## src/rtl/xm23_loader_pkg.sv

```systemverilog
// Shared types and helpers for the serial program loader.
package xm23_loader_pkg;

    typedef enum logic [3:0] {
        IDLE,
        ADDR_H,
        ADDR_L,
        LEN_H,
        LEN_L,
        DATA_H,
        DATA_L,
        CHK,
        RUN
    } loader_state_t;

    localparam logic [7:0] SYNC_BYTE_DEF = 8'hA5;

    function automatic int clks_per_bit(input int clk_hz, input int baud);
        return clk_hz / baud;
    endfunction

endpackage

```

## src/rtl/prog_loader_uart_rx.sv

```systemverilog
// 8N1 UART receiver: 2-flop synchroniser, mid-bit sampling, byte/valid or framing-error pulse.
module uart_rx
    import xm23_loader_pkg::*;
#(
    parameter int CLKS_PER_BIT = 434
) (
    input  logic       clk,
    input  logic       reset,
    input  logic       rx_i,
    output logic [7:0] byte_o,
    output logic       valid_o,
    output logic       ferr_o
);

    localparam int CNT_W = $clog2(CLKS_PER_BIT + 1);
    localparam logic [CNT_W-1:0] HALF_M1 = CNT_W'(CLKS_PER_BIT / 2 - 1);
    localparam logic [CNT_W-1:0] FULL_M1 = CNT_W'(CLKS_PER_BIT - 1);

    typedef enum logic [1:0] {RX_IDLE, RX_START, RX_DATA, RX_STOP} rx_state_t;

    rx_state_t        state_q;
    logic             meta_q;
    logic             sync_q;
    logic             prev_q;
    logic [CNT_W-1:0] cnt_q;
    logic [2:0]       bit_q;
    logic [7:0]       shift_q;
    logic [7:0]       byte_q;
    logic             valid_q;
    logic             ferr_q;

    // prev_q is one stage behind sync_q so the idle state can see a falling edge
    always_ff @(posedge clk) begin
        if (reset) begin
            meta_q <= 1'b1;
            sync_q <= 1'b1;
            prev_q <= 1'b1;
        end else begin
            meta_q <= rx_i;
            sync_q <= meta_q;
            prev_q <= sync_q;
        end
    end

    always_ff @(posedge clk) begin
        if (reset) begin
            state_q <= RX_IDLE;
            cnt_q   <= '0;
            bit_q   <= 3'd0;
            shift_q <= 8'h00;
            byte_q  <= 8'h00;
            valid_q <= 1'b0;
            ferr_q  <= 1'b0;
        end else begin
            valid_q <= 1'b0;
            ferr_q  <= 1'b0;
            case (state_q)
                RX_IDLE: begin
                    cnt_q <= '0;
                    bit_q <= 3'd0;
                    if (prev_q && !sync_q) state_q <= RX_START;
                end
                RX_START: begin
                    if (cnt_q == HALF_M1) begin
                        cnt_q   <= '0;
                        state_q <= sync_q ? RX_IDLE : RX_DATA;
                    end else begin
                        cnt_q <= cnt_q + CNT_W'(1);
                    end
                end
                RX_DATA: begin
                    if (cnt_q == FULL_M1) begin
                        cnt_q   <= '0;
                        shift_q <= {sync_q, shift_q[7:1]};
                        bit_q   <= bit_q + 3'd1;
                        if (bit_q == 3'd7) state_q <= RX_STOP;
                    end else begin
                        cnt_q <= cnt_q + CNT_W'(1);
                    end
                end
                RX_STOP: begin
                    if (cnt_q == FULL_M1) begin
                        cnt_q   <= '0;
                        state_q <= RX_IDLE;
                        if (sync_q) begin
                            byte_q  <= shift_q;
                            valid_q <= 1'b1;
                        end else begin
                            ferr_q <= 1'b1;
                        end
                    end else begin
                        cnt_q <= cnt_q + CNT_W'(1);
                    end
                end
                default: state_q <= RX_IDLE;
            endcase
        end
    end

    assign byte_o  = byte_q;
    assign valid_o = valid_q;
    assign ferr_o  = ferr_q;

endmodule

```

## src/rtl/prog_loader.sv

```systemverilog
// Serial boot loader writing program RAM and holding the core until a GO frame.
// Optional trailing XOR checksum byte is enabled by defining LOADER_CHECKSUM_EN.
module prog_loader
    import xm23_loader_pkg::*;
#(
    parameter int         CLK_HZ    = 50_000_000,
    parameter int         BAUD      = 115200,
    parameter int         ADDR_W    = 15,
    parameter logic [7:0] SYNC_BYTE = SYNC_BYTE_DEF
) (
    input  logic              clk,
    input  logic              reset,
    input  logic              rx_i,
    output logic [ADDR_W-1:0] mem_address,
    output logic [15:0]       mem_data,
    output logic              mem_wren,
    output logic              cpu_hold,
    output logic              load_done,
    output logic              load_error
);

    localparam int CLKS_PER_BIT = clks_per_bit(CLK_HZ, BAUD);

    logic [7:0]  rx_byte_s;
    logic        rx_valid_s;
    logic        rx_ferr_s;
    logic [15:0] frame_word_s;

    loader_state_t     state_q;
    logic [ADDR_W-1:0] word_addr_q;
    logic [15:0]       words_left_q;
    logic [7:0]        hold_byte_q;
    logic [ADDR_W-1:0] mem_address_q;
    logic [15:0]       mem_data_q;
    logic              mem_wren_q;
    logic              cpu_hold_q;
    logic              load_done_q;
    logic              load_error_q;

    uart_rx #(.CLKS_PER_BIT(CLKS_PER_BIT)) u_rx (
        .clk     (clk),
        .reset   (reset),
        .rx_i    (rx_i),
        .byte_o  (rx_byte_s),
        .valid_o (rx_valid_s),
        .ferr_o  (rx_ferr_s)
    );

    // High byte of every big-endian pair is parked in hold_byte_q until the low byte lands
    assign frame_word_s = {hold_byte_q, rx_byte_s};

`ifdef LOADER_CHECKSUM_EN
    logic [7:0] chk_acc_q;
    logic       go_q;

    // XOR of every byte from ADDR_H through the last data byte, restarted by SYNC
    always_ff @(posedge clk) begin
        if (reset) begin
            chk_acc_q <= 8'h00;
        end else if (rx_valid_s) begin
            if ((state_q == IDLE || state_q == RUN) && rx_byte_s == SYNC_BYTE) begin
                chk_acc_q <= 8'h00;
            end else if (state_q inside {ADDR_H, ADDR_L, LEN_H, LEN_L, DATA_H, DATA_L}) begin
                chk_acc_q <= chk_acc_q ^ rx_byte_s;
            end else begin
                chk_acc_q <= chk_acc_q;
            end
        end
    end
`endif

    // Frame FSM with registered RAM write port and status outputs
    always_ff @(posedge clk) begin
        if (reset) begin
            state_q       <= IDLE;
            word_addr_q   <= '0;
            words_left_q  <= 16'h0000;
            hold_byte_q   <= 8'h00;
            mem_address_q <= '0;
            mem_data_q    <= 16'h0000;
            mem_wren_q    <= 1'b0;
            cpu_hold_q    <= 1'b1;
            load_done_q   <= 1'b0;
            load_error_q  <= 1'b0;
`ifdef LOADER_CHECKSUM_EN
            go_q          <= 1'b0;
`endif
        end else begin
            mem_wren_q  <= 1'b0;
            load_done_q <= 1'b0;
            if (rx_ferr_s && state_q != IDLE && state_q != RUN) begin
                load_error_q <= 1'b1;
                state_q      <= IDLE;
            end else if (rx_valid_s) begin
                case (state_q)
                    IDLE: begin
                        if (rx_byte_s == SYNC_BYTE) begin
                            load_error_q <= 1'b0;
                            state_q      <= ADDR_H;
                        end
                    end
                    RUN: begin
                        if (rx_byte_s == SYNC_BYTE) begin
                            cpu_hold_q   <= 1'b1;
                            load_error_q <= 1'b0;
                            state_q      <= ADDR_H;
                        end
                    end
                    ADDR_H: begin
                        hold_byte_q <= rx_byte_s;
                        state_q     <= ADDR_L;
                    end
                    ADDR_L: begin
                        word_addr_q <= ADDR_W'(frame_word_s >> 1);
                        state_q     <= LEN_H;
                    end
                    LEN_H: begin
                        hold_byte_q <= rx_byte_s;
                        state_q     <= LEN_L;
                    end
                    LEN_L: begin
                        words_left_q <= frame_word_s;
                        if (frame_word_s == 16'h0000) begin
`ifdef LOADER_CHECKSUM_EN
                            go_q    <= 1'b1;
                            state_q <= CHK;
`else
                            load_done_q <= 1'b1;
                            cpu_hold_q  <= 1'b0;
                            state_q     <= RUN;
`endif
                        end else begin
                            state_q <= DATA_H;
                        end
                    end
                    DATA_H: begin
                        hold_byte_q <= rx_byte_s;
                        state_q     <= DATA_L;
                    end
                    DATA_L: begin
                        mem_address_q <= word_addr_q;
                        mem_data_q    <= frame_word_s;
                        mem_wren_q    <= 1'b1;
                        word_addr_q   <= word_addr_q + ADDR_W'(1);
                        words_left_q  <= words_left_q - 16'h0001;
                        if (words_left_q == 16'h0001) begin
`ifdef LOADER_CHECKSUM_EN
                            go_q    <= 1'b0;
                            state_q <= CHK;
`else
                            load_done_q <= 1'b1;
                            state_q     <= IDLE;
`endif
                        end else begin
                            state_q <= DATA_H;
                        end
                    end
                    CHK: begin
`ifdef LOADER_CHECKSUM_EN
                        if (rx_byte_s == chk_acc_q) begin
                            load_done_q <= 1'b1;
                            if (go_q) begin
                                cpu_hold_q <= 1'b0;
                                state_q    <= RUN;
                            end else begin
                                state_q <= IDLE;
                            end
                        end else begin
                            load_error_q <= 1'b1;
                            state_q      <= IDLE;
                        end
`else
                        state_q <= IDLE;
`endif
                    end
                    default: state_q <= IDLE;
                endcase
            end
        end
    end

    assign mem_address = mem_address_q;
    assign mem_data    = mem_data_q;
    assign mem_wren    = mem_wren_q;
    assign cpu_hold    = cpu_hold_q;
    assign load_done   = load_done_q;
    assign load_error  = load_error_q;

endmodule

```

## config.mk

```make
export PLATFORM = sky130hd
export DESIGN_NAME = prog_loader
export DESIGN_NICKNAME = d
export VERILOG_FILES = /design/src/rtl/xm23_loader_pkg.sv /design/src/rtl/prog_loader_uart_rx.sv /design/src/rtl/prog_loader.sv
export SDC_FILE = /design/constraint.sdc
export NUM_CORES = 1
export LEC_CHECK = 0
export BUFFER_PORTS_ARGS = -buffer_cell sky130_fd_sc_hd__clkbuf_2
export CAP_MARGIN = 0
export CELL_PAD_IN_SITES_DETAIL_PLACEMENT = 1
export CELL_PAD_IN_SITES_GLOBAL_PLACEMENT = 1
export CORE_MARGIN = 3
export CORE_UTILIZATION = 43
export CTS_BUF_LIST = sky130_fd_sc_hd__clkbuf_4
export CTS_CLUSTER_DIAMETER = 30
export DETAILED_ROUTE_END_ITERATION = 7
export PLACE_DENSITY = 0.79
export SETUP_SLACK_MARGIN = 0.3
export SKIP_LAST_GASP = 1
export SYNTH_ARGS = -nofsm -noshare
export SYNTH_HDL_FRONTEND = slang
export SYNTH_SLANG_ARGS = --single-unit
export TNS_END_PERCENT = 1
```

## constraint.sdc

```tcl
create_clock -name clk -period 2 [get_ports clk]
set_clock_uncertainty 0.1 [all_clocks]
set_input_delay 0.1 -clock clk [delete_from_list [all_inputs] [get_ports clk]]
set_output_delay 0.1 -clock clk [all_outputs]
set_load 0.01 [all_outputs]
```

==> results of run 1 <==
-- stage by stage --
stage	util (%)	instances	power (W)	instance area (sq um)	setup slack, ps
3_5_place_dp	49.55	854	0.002373	5977	-11.53
4_1_cts	52.23	889	0.004140	6300	-26.64
3_3_place_gp	49.55	854	0.002371	5977	21.45
5_1_grt	52.47	889	0.004268	6329	-79.97
6_report	52.47	889	0.004100	6329	-37.47
2_1_floorplan	-	649	0.002351	5331	27.63
-- worst register-to-register path, cell delays in order, from the launching register on --
cell                       delay (ps)
sky130_fd_sc_hd__dfxtp_2          340
sky130_fd_sc_hd__or4_4            540
sky130_fd_sc_hd__or4_4            560
sky130_fd_sc_hd__o311ai_4         230
sky130_fd_sc_hd__a41oi_1          140
-- flip-flops by register name, indices dropped and copies added, names as in the netlist, named ones only --
name,count
u_rx.cnt_q,9
mem_wren,1
u_rx.shift_q,8
u_rx.bit_q,3
load_error,1
u_rx.ferr_o,1
u_rx.sync_q,1
u_rx.prev_q,1
state_q,4
word_addr_q,15
words_left_q,16
hold_byte_q,8
load_done,1
mem_data,16
u_rx.meta_q,1
u_rx.valid_o,1
u_rx.byte_o,8
cpu_hold,1
u_rx.state_q,1
mem_address,15
-- worst max-delay path by stage --
stage / to / cells past startpoint / slack, ps
3_5_place_dp: words_left_q[15] / 4 / -10
6_report: words_left_q[15] / 4 / -40
3_3_place_gp: words_left_q[15] / 4 / 20
4_1_cts: words_left_q[15] / 4 / -30
5_1_grt: words_left_q[15] / 4 / -80
2_1_floorplan: words_left_q[15] / 4 / 30
-- placed cells by master (no fill, tap or decap), drive strengths merged, types with 3 or more instances in the layout --
master,count
dfxtp,113
nand2,89
a21oi,63
clkbuf,56
buf,49
nor2,40
mux2i,29
o21ai,29
nor3,23
nand3,21
nand2b,17
inv,14
nor4,14
and2,12
nand4,12
a211oi,10
or4,10
clkinv,9
ha,8
and3,6
o211ai,6
a31oi,6
nor3b,6
xor2,6
and4,5
or3,5
o32ai,5
nor2b,4
a21o,4
or2,4
o21a,3
a22oi,3
o22ai,3
bufinv,3
dlygate4sd3,3
-- cell families (layout without fill, tap and decap cells) --
kind of cell             after synthesis  in the layout  share of synthesized area [%]
AO/OA/AOI/OAI                        151            151                          17.50
XOR/XNOR                               7              7                          1.151
adder cells (fa/ha/maj)                8              8                          1.879
buffers and inverters                 62            134                          4.415
flip-flops                           113            113                          42.46
multiplexers                          30             30                          5.660
AND/OR/NAND/NOR                      278            278                          26.94
-- power groups by stage --
stage               registers (W)  clock network (W)   logic, W
floorplan                 0.00231                  0  0.0000438
global placement          0.00231                  0  0.0000619
detailed placement        0.00231                  0  0.0000638
CTS                       0.00226            0.00181  0.0000687
global route              0.00226            0.00193  0.0000756
finish                    0.00226            0.00177  0.0000689
-- final cells by class --
class / count / area [sq um] / share of cell area, %
Tap cell: 168 / 210.2 / 3.321
Clock buffer: 20 / 150.1 / 2.372
Clock inverter: 12 / 141.4 / 2.234
Sequential cell: 113 / 2263 / 35.77
Inverter: 14 / 52.55 / 0.8304
Multi-Input combinational cell: 474 / 2883 / 45.55
Timing Repair Buffer: 88 / 628.1 / 9.925
-- metal layers --
layer	share of wire [%]	vias up
met3	3.9	39
met1	43	2499
met2	50	98
li1	-	2445
met4	3.0	0
met5	0	-
-- repair_timing --
action / 4_1_cts / 5_1_grt
endpoints found under the setup margin: 71 / 94
hold buffers: 3 / 0
resized for setup: 1 / 5
hold endpoints to repair: 21 / 0
==> results.txt, run 1 <==
----------------------------------------------------
[Yosys]
  Post-synthesis average cell area ... 8.209 sq um
  Post-synthesis cell area ... 5328 sq um
  Yosys top cell by area ... sky130_fd_sc_hd__dfxtp_1
  Most used DFF post-synth ... sky130_fd_sc_hd__dfxtp_1
  Number of standard cells after synthesis ... 649
  Synth top cells by count ... sky130_fd_sc_hd__dfxtp_1 (113), sky130_fd_sc_hd__nand2_1 (89), sky130_fd_sc_hd__a21oi_1 (63)
  Top cells by area in the synthesized netlist ... sky130_fd_sc_hd__dfxtp_1 (42%), sky130_fd_sc_hd__nand2_1 (6.3%), sky130_fd_sc_hd__a21oi_1 (5.9%)
  Synth unique cells ... 61
  Share of the synthesized area in the top cell type ... 42.46%
  Net count of the mapped netlist ... 660
  Sequential area share after synthesis ... 42.46%
  Most frequent cell after synthesis ... sky130_fd_sc_hd__dfxtp_1
  Async set or reset register ratio after synthesis ... 0%
  Count of yosys warnings during synthesis ... 0
  Synthesis-stage register bit count ... 113
  Post-synth EDFFs ... 0

[Clock tree]
  Clock tree root buffer cell ... sky130_fd_sc_hd__clkbuf_4
  Clock-pin slew on the worst setup and hold paths ... 100 ps
  Buffer levels on the longest clock path ... 2
  Inserted Clock Buffers ... 17
  Setup bufs post-CTS ... 0
  Maximum level of the CTS H-tree ... 4
  CTS tree ... built
  Clk Latency, worst-skew pair ... 540 ps
  Count of clock tree sinks ... 113

[Placed design]
  # port buffers ... 37
  Routability congestion estimate from global placement ... 0.8578
  HPWL after detailed placement ... 11,020 microns

[Power]
  Comb power frac ... 1.7%
  Cell Int Power ... 0.003170 W
  Power per cell area ... 647.9 nW/um^2
  Net Switching ... 0.0009304 W
  Maximum vdd ir drop ... 0.0004594 V
  Register share of total power ... 55.0%
  Switching Fraction ... 22.69%
  Standby leakage power ... 2.357 nW
  Clk network pwr share ... 43.3%

[Hold path]
  Hold path depth ... 1
  Hold Path End ... u_rx.sync_q
  Type of the worst min-delay path ... reg -> reg
  Worst Hold Launch ... u_rx.meta_q

[Setup path]
  Type of the worst setup path ... reg -> reg
  Critical path capture point type ... flop
  Endpoint arrival time on the critical path ... 2350 ps
  Setup crit start kind ... flop
  Cell count of the worst reg-to-reg path ... 4
  Number of buffers and inverters on the critical path ... 0
  Register-to-register path setup slack ... -40 ps
  Worst-path fanout max ... 3
  Worst r2r dst ... words_left_q[15]
  Cell-by-cell listing of the critical path ... or4_4 -> or4_4 -> o311ai_4 -> a41oi_1
  Cell with the biggest individual delay on the critical path ... sky130_fd_sc_hd__or4_4
  Crit path top cell by count ... sky130_fd_sc_hd__or4_4
  Largest stage delay, worst path ... 560 ps
  Category of cells accounting for the largest share of critical-path delay ... simple AND/OR/NAND/NOR gates
  Crit path launch ... words_left_q[10]
  Startpoint of the worst-slack reg-to-reg timing path ... words_left_q[10]
  Required time worst endpoint ... 2310 ps

[Floorplanning]
  Area of the die ... 13,760 sq um
  Initial core utilization ... 44.17%
  Core ar. ... 12,060 sq um
  Number of I/O pins ... 38
  Die W ... 117.3 microns
  Standard-cell row count ... 40
  Die Height ... 117.3 microns

[Status]
  Outcome ... finished, violations left
  Violations in the final reports ... setup timing

[Timing]
  Fmax ... 0.4908 GHz
  Slack of the critical path ... -37.47 ps
  Hold Violations, Final ... 0
  Sum of negative setup slack ... -37.47 ps
  Final setup violation count ... 1
  Post-route clock period utilization ... 101.9%
  Unrepaired setup endpoints after global routing ... true
  Worst relative slew slack ... 57.28%
  Fin. max-slew vios ... 0
  Final min period ... 2037 ps
  Actual slew at the worst max-slew pin ... 634.9 ps
  WHS ... 320.0 ps

[GRT]
  Pin count of the biggest net entering global routing ... 63
  Antenna violations before repair ... 0
  Met3 Resource Use GR ... 5.159%
  Global Route Usage Sum ... 22.73%
  Global route total overflow ... 0
  Met1 GRT Util ... 27.03%
  Grt met2 use ... 39.13%
  Wire length of the first global-routing pass ... 25,930 microns
  Vias in the first global route ... 5,229
  Peak-usage layer in the global routing report ... met2

[Flow run]
  Max-cap violation count ... 0

[Layout]
  Number of inserted diodes ... 0
  Ratio of cells with drive above 1 in the final layout ... 18.31%
  Number of nets in the layout ... 719
  Area Overhead vs Synth ... 18.79%
  Count of fill cells added during filler insertion ... 1,484

[Detailed routing]
  Total vias in the final route ... 5,081
  Number of search-and-repair iterations in the first detailed-routing pass ... 4
  Remaining design rule violation count ... 0
  Post-DR wirelength/cell ... 17.76 microns
  Vias/cell ... 5.715
  Final wirelength ... 15,790 microns
  Detail Route Antenna Nets ... 0
  Starting DRT DRC Count ... 277

----------------------------------------------------
Power figures use the tool's default switching activity.
==> run 2, diff against run 1 <==
--- a/config.mk
+++ b/config.mk
@@ -15,6 +15,7 @@
 export CTS_CLUSTER_DIAMETER = 30
 export DETAILED_ROUTE_END_ITERATION = 7
 export PLACE_DENSITY = 0.79
+export REMOVE_ABC_BUFFERS = 1
 export SETUP_SLACK_MARGIN = 0.3
 export SKIP_LAST_GASP = 1
 export SYNTH_ARGS = -nofsm -noshare
==> results.txt, run 2 (same netlist as run 1, synthesis figures left out) <==
----------------------------------------------------
[Status]
  Outcome ... complete, no violations

[Setup path]
  Type of the worst setup path ... reg -> reg
  Worst-path fanout max ... 3 (unchanged)
  Setup crit start kind ... flop
  Critical path capture point type ... flop
  Cell count of the worst reg-to-reg path ... 4 (unchanged)
  Register-to-register path setup slack ... 30 ps (+70 ps)
  Worst r2r dst ... words_left_q[15]
  Required time worst endpoint ... 2330 ps (+20 ps)
  Endpoint arrival time on the critical path ... 2290 ps (-60 ps)
  Startpoint of the worst-slack reg-to-reg timing path ... words_left_q[7]

[Layout]
  Ratio of cells with drive above 1 in the final layout ... 18.53% (+0.23 points)
  Highest-count cells in the layout ignoring fill and taps ... sky130_fd_sc_hd__dfxtp_1 (113), sky130_fd_sc_hd__nand2_1 (88), sky130_fd_sc_hd__a21oi_1 (63)
  Sequential cell area ... 2262 sq um (about the same)
  Number of inserted diodes ... 0 (unchanged)
  Final core utilization ... 52.43% (about the same)
  Area Overhead vs Synth ... 18.69% (about the same)
  Count of fill cells added during filler insertion ... 1,478 (-0.40%)
  Commonest non-fill, non-tap cell in the layout ... sky130_fd_sc_hd__dfxtp_1
  Final Instance Count excl. Fillers ... 891 (+0.22%)
  Number of nets in the layout ... 721 (+0.28%)
  Multi-input gate area in the final layout ... 2900 sq um (+0.61%)

[Power]
  Switching Fraction ... 24.86% (+2.2 points)
  Net Switching ... 0.0009935 W (+6.8%)
  Clk network pwr share ... 41.8% (-1.5 points)
  Post-layout total power ... 0.003997 W (-2.5%)
  Standby leakage power ... 2.341 nW (-0.70%)
  Power per cell area ... 632.0 nW/um^2 (-2.4%)
  Cell Int Power ... 0.003003 W (-5.3%)
  Maximum vdd ir drop ... 0.0004142 V (-9.8%)
  Register share of total power ... 56.5% (+1.5 points)
  Comb power frac ... 1.7% (about the same)

[Hold path]
  Worst Hold Launch ... rx_i
  Type of the worst min-delay path ... in -> reg
  Hold Path End ... u_rx.meta_q
  Hold path depth ... 3 (+2)

[Floorplanning]
  Core ar. ... 12,060 sq um (unchanged)
  Die W ... 117.3 microns (unchanged)
  Area of the die ... 13,760 sq um (unchanged)
  Initial core utilization ... 44.17% (unchanged)
  Number of I/O pins ... 38 (unchanged)
  Die Height ... 117.3 microns (unchanged)
  Standard-cell row count ... 40 (unchanged)

[GRT]
  Global Route Usage Sum ... 22.92% (+0.19 points)
  Vias in the first global route ... 5,239 (+0.19%)
  Pin count of the biggest net entering global routing ... 47 (-25%)
  Global route total overflow ... 0 (unchanged)
  Wire length of the first global-routing pass ... 26,000 microns (+0.27%)
  Antenna violations before repair ... 0 (unchanged)

[Timing]
  Final setup violation count ... 0 (-1)
  Actual slew at the worst max-slew pin ... 725.7 ps (+90.82 ps)
  Slack of the critical path ... 32.98 ps (+70.45 ps)
  Hold Violations, Final ... 0 (unchanged)
  Final min period ... 1967 ps (-70.45 ps)
  Worst relative slew slack ... 51.17% (-6.1 points)
  Post-route clock period utilization ... 98.35% (-3.5 points)
  Unrepaired setup endpoints after global routing ... true
  Fin. max-slew vios ... 0 (unchanged)
  WHS ... 175.3 ps (-144.7 ps)
  Fmax ... 0.5084 GHz (+3.6%)

[Clock tree]
  Clock tree root buffer cell ... sky130_fd_sc_hd__clkbuf_4
  Clock-pin slew on the worst setup and hold paths ... 110 ps (about the same)
  Clk Latency, worst-skew pair ... 540 ps (about the same)
  CTS tree ... built
  Maximum level of the CTS H-tree ... 4 (unchanged)
  Inserted Clock Buffers ... 17 (unchanged)
  Buffer levels on the longest clock path ... 2 (unchanged)
  Count of clock tree sinks ... 113 (unchanged)

[Detailed routing]
  Vias/cell ... 5.712 (about the same)
  Number of search-and-repair iterations in the first detailed-routing pass ... 5 (+1)
  Starting DRT DRC Count ... 340 (+23%)
  Remaining design rule violation count ... 0 (unchanged)
  Total vias in the final route ... 5,089 (+0.16%)
  Final wirelength ... 15,660 microns (-0.78%)
  Detail Route Antenna Nets ... 0 (unchanged)
  Post-DR wirelength/cell ... 17.58 microns (-1.0%)

[Placed design]
  Cell Count Post-Placement ... 856 (+0.23%)
  HPWL after detailed placement ... 10,840 microns (-1.7%)
  Pre-CTS setup slack ... -23.68 ps (-12.15 ps)
  Routability congestion estimate from global placement ... 0.8950 (+4.3%)
  # port buffers ... 37 (unchanged)

[Flow run]
  Max-cap violation count ... 0 (unchanged)

----------------------------------------------------
-- run 2: cell types whose count changed in the layout (fill, tap and decap cells not counted), moves of 2 or more --
cell	delta
sky130_fd_sc_hd__inv_6	+2
sky130_fd_sc_hd__buf_4	+4
sky130_fd_sc_hd__clkinv_1	+3
sky130_fd_sc_hd__clkbuf_4	-3
sky130_fd_sc_hd__clkinv_2	-4
sky130_fd_sc_hd__clkinvlp_4	+3
-- run 2: metal layers --
metal,vias to the layer above,share of wire (%),GRT usage [%]
met4,0,2.5,9.238
met3,32,4.2,4.339
li1,2459,-,-
met1,2474,44,28.93
met2,124,49,38.66
met5,-,0,0
-- run 2: area by class of cell --
cell class / count / share of cell area, %
Timing Repair Buffer: 90 / 9.933
Tap cell: 168 / 3.324
Clock inverter: 15 / 2.256
Multi-Input combinational cell: 474 / 45.86
Clock buffer: 17 / 2.018
Sequential cell: 113 / 35.77
Inverter: 14 / 0.8310
-- run 2: critical path, cell delays in order (launching register included) --
cell and delay (ps):
sky130_fd_sc_hd__dfxtp_1 330, sky130_fd_sc_hd__or4_4 540, sky130_fd_sc_hd__or4_4 520, sky130_fd_sc_hd__o311ai_2 220, sky130_fd_sc_hd__a41oi_1 150
-- run 2: worst max-delay path by stage --
stage,from,to,cells past startpoint
floorplan,state_q[2],word_addr_q[14],4
global placement,words_left_q[7],words_left_q[15],4
detailed placement,u_rx.byte_o[1],state_q[3],4
CTS,words_left_q[7],words_left_q[15],4
global route,words_left_q[7],words_left_q[15],4
finish,words_left_q[7],words_left_q[15],4
-- run 2: per-stage QoR --
step | cell area [sq um] | TNS [ps]
3_3_place_gp | 5976 | 0
2_1_floorplan | 5145 | -112640
3_5_place_dp | 5976 | -23.68
5_1_grt | 6324 | -9.281
4_1_cts | 6282 | 0
6_report | 6324 | 0
-- run 2: what timing repair did --
item	4_1_cts	5_1_grt
cloned	0	0
pin swaps	2	0
hold buffers	2	0
gates resized for setup	3	7
buffers inserted	0	1
endpoints found under the hold margin	21	0
endpoints found under the setup margin	44	94
-- run 2: power groups by stage --
stage	registers (W)	logic, W	clock network (W)
after floorplan	0.00231	0.0000171	0
after CTS	0.00226	0.0000676	0.00170
final	0.00226	0.0000672	0.00167
after global routing	0.00226	0.0000748	0.00182
after detailed placement	0.00231	0.0000648	0
after global placement	0.00231	0.0000621	0
==> run 3, diff against run 2 <==
--- a/config.mk
+++ b/config.mk
@@ -15,6 +15,7 @@
 export CTS_CLUSTER_DIAMETER = 30
 export DETAILED_ROUTE_END_ITERATION = 7
 export PLACE_DENSITY = 0.79
+export RECOVER_POWER = 25
 export REMOVE_ABC_BUFFERS = 1
 export SETUP_SLACK_MARGIN = 0.3
 export SKIP_LAST_GASP = 1
==> results.txt, run 3 (same netlist as run 1, synthesis figures left out) <==
----------------------------------------------------
[GRT]
  Global route total overflow ... 0 (unchanged)
  Global Route Usage Sum ... 22.92% (unchanged)
  Vias in the first global route ... 5,239 (unchanged)
  Pin count of the biggest net entering global routing ... 47 (unchanged)
  Wire length of the first global-routing pass ... 26,000 microns (unchanged)
  Antenna violations before repair ... 0 (unchanged)

[Setup path]
  Cell count of the worst reg-to-reg path ... 4 (unchanged)
  Critical path capture point type ... flop
  Cell-by-cell listing of the critical path ... or4_4 -> or4_4 -> o311ai_2 -> a41oi_1
  Type of the worst setup path ... reg -> reg
  Setup crit start kind ... flop
  Required time worst endpoint ... 2330 ps (about the same)
  Crit path top cell by count ... sky130_fd_sc_hd__or4_4
  Worst-path fanout max ... 3 (unchanged)
  Endpoint arrival time on the critical path ... 2290 ps (about the same)
  Largest stage delay, worst path ... 540 ps (about the same)
  Cell with the biggest individual delay on the critical path ... sky130_fd_sc_hd__or4_4
  Startpoint of the worst-slack reg-to-reg timing path ... words_left_q[7]
  Register-to-register path setup slack ... 30 ps (about the same)
  Worst r2r dst ... words_left_q[15]

[Layout]
  Ratio of cells with drive above 1 in the final layout ... 13.83% (-4.7 points)
  Number of inserted diodes ... 0 (unchanged)
  Area Overhead vs Synth ... 17.85%
  Count of fill cells added during filler insertion ... 1,493 (+1.0%)
  Highest-count cells in the layout ignoring fill and taps ... sky130_fd_sc_hd__dfxtp_1 (113), sky130_fd_sc_hd__nand2_1 (88), sky130_fd_sc_hd__a21oi_1 (63)
  Commonest non-fill, non-tap cell in the layout ... sky130_fd_sc_hd__dfxtp_1
  Sequential cell area ... 2262 sq um (unchanged)
  Number of nets in the layout ... 721 (unchanged)
  Multi-input gate area in the final layout ... 2900 sq um (unchanged)
  Final core utilization ... 52.05% (-0.37 points)

[Detailed routing]
  Starting DRT DRC Count ... 329 (-3.2%)
  Total vias in the final route ... 5,091 (+0.039%)
  Number of search-and-repair iterations in the first detailed-routing pass ... 5 (unchanged)
  Final wirelength ... 15,630 microns (-0.21%)
  Post-DR wirelength/cell ... 17.54 microns (-0.21%)
  Detail Route Antenna Nets ... 0 (unchanged)
  Remaining design rule violation count ... 0 (unchanged)
  Vias/cell ... 5.714 (about the same)

[Hold path]
  Worst Hold Launch ... rx_i
  Hold path depth ... 3 (unchanged)
  Type of the worst min-delay path ... in -> reg
  Hold Path End ... u_rx.meta_q

[Timing]
  Final setup violation count ... 0 (unchanged)
  Post-route clock period utilization ... 98.36% (about the same)
  Final min period ... 1967 ps (+0.2127 ps)
  Hold Violations, Final ... 0 (unchanged)
  Unrepaired setup endpoints after global routing ... true
  Fin. max-slew vios ... 0 (unchanged)
  Fmax ... 0.5083 GHz (about the same)
  Slack of the critical path ... 32.76 ps (-0.2127 ps)
  Actual slew at the worst max-slew pin ... 787.6 ps (+61.86 ps)
  Worst relative slew slack ... 47.49% (-3.7 points)

[Power]
  Post-layout total power ... 0.003993 W (about the same)
  Standby leakage power ... 2.224 nW (-5.0%)
  Maximum vdd ir drop ... 0.0004132 V (-0.22%)
  Power per cell area ... 636.0 nW/um^2 (+0.63%)

[Placed design]
  Routability congestion estimate from global placement ... 0.8950 (unchanged)
  Pre-CTS setup slack ... -23.68 ps (unchanged)
  HPWL after detailed placement ... 10,840 microns (unchanged)
  # port buffers ... 37 (unchanged)

[Clock tree]
  Clock-pin slew on the worst setup and hold paths ... 110 ps (about the same)
  Maximum level of the CTS H-tree ... 4 (unchanged)
  Clock tree root buffer cell ... sky130_fd_sc_hd__clkbuf_4
  Count of clock tree sinks ... 113 (unchanged)
  Clk Latency, worst-skew pair ... 540 ps (about the same)
  Inserted Clock Buffers ... 17 (unchanged)
  Buffer levels on the longest clock path ... 2 (unchanged)
  CTS tree ... built

[Floorplanning]
  Initial core utilization ... 44.17% (unchanged)
  Die W ... 117.3 microns (unchanged)
  Die Height ... 117.3 microns (unchanged)
  Number of I/O pins ... 38 (unchanged)
  Core ar. ... 12,060 sq um (unchanged)
  Area of the die ... 13,760 sq um (unchanged)
  Standard-cell row count ... 40 (unchanged)

[Flow run]
  Max-cap violation count ... 0 (unchanged)

[Status]
  Outcome ... complete, no violations

----------------------------------------------------
==> run 3: cell count changes in the layout (fill, tap and decap cells not counted) <==
cell	previous run	this run
sky130_fd_sc_hd__buf_4	49	48
sky130_fd_sc_hd__clkbuf_2	36	3
sky130_fd_sc_hd__clkbuf_1	0	34
==> run 3: worst max path at each step <==
stage	slack, ps	startpoint	end	cells past startpoint
floorplan	-2700	state_q[2]	word_addr_q[14]	4
global placement	30	words_left_q[7]	words_left_q[15]	4
detailed placement	-20	u_rx.byte_o[1]	state_q[3]	4
CTS	30	words_left_q[7]	words_left_q[15]	4
global route	-6	words_left_q[7]	words_left_q[15]	4
finish	30	words_left_q[7]	words_left_q[15]	4
==> run 3: layout make-up <==
type / instances / area share, %
Multi-Input combinational cell: 474 / 46.19
Inverter: 14 / 0.8370
Timing Repair Buffer: 90 / 9.287
Clock buffer: 17 / 2.033
Sequential cell: 113 / 36.03
Clock inverter: 15 / 2.272
Tap cell: 168 / 3.348
==> run 3: power by group <==
| part | switching (W) | internal (W) |
|---|---|---|
| registers | 0.00000481 | 0.00225 |
| logic | 0.0000451 | 0.0000210 |
| clock network | 0.000941 | 0.000728 |
==> run 3: worst max-delay path, delay by kind of cell (launching register included) <==
family | cells | cell delay (ps)
AO/OA/AOI/OAI | 2 | 370
flip-flops | 1 | 330
AND/OR/NAND/NOR | 2 | 1060
==> run 3: metal layers <==
metal	GRT usage (%)	wire length [microns]	vias up
li1	-	-	2465
met3	4.339	641	37
met1	28.93	6879	2477
met5	0	0	-
met4	9.238	469	0
met2	38.66	7641	112
==> run 3: what timing repair did <==
item                                    4_1_cts  5_1_grt
pin swaps                                     2        0
resized for setup                             3        7
hold endpoints to repair                     21        0
setup buffers                                 0        1
endpoints found under the setup margin       44       94
hold buffers                                  2        0
==> run 3: stage by stage <==
stage | instance area, sq um | TNS (ps) | hold WS (ps) | cells
detailed placement | 5976 | -23.68 | 185.9 | 856
floorplan | 5145 | -112640 | 69.07 | 601
global placement | 5976 | 0 | 186.2 | 856
CTS | 6282 | 0 | 134.4 | 890
global route | 6279 | -9.281 | 178.9 | 891
finish | 6279 | 0 | 174.0 | 891
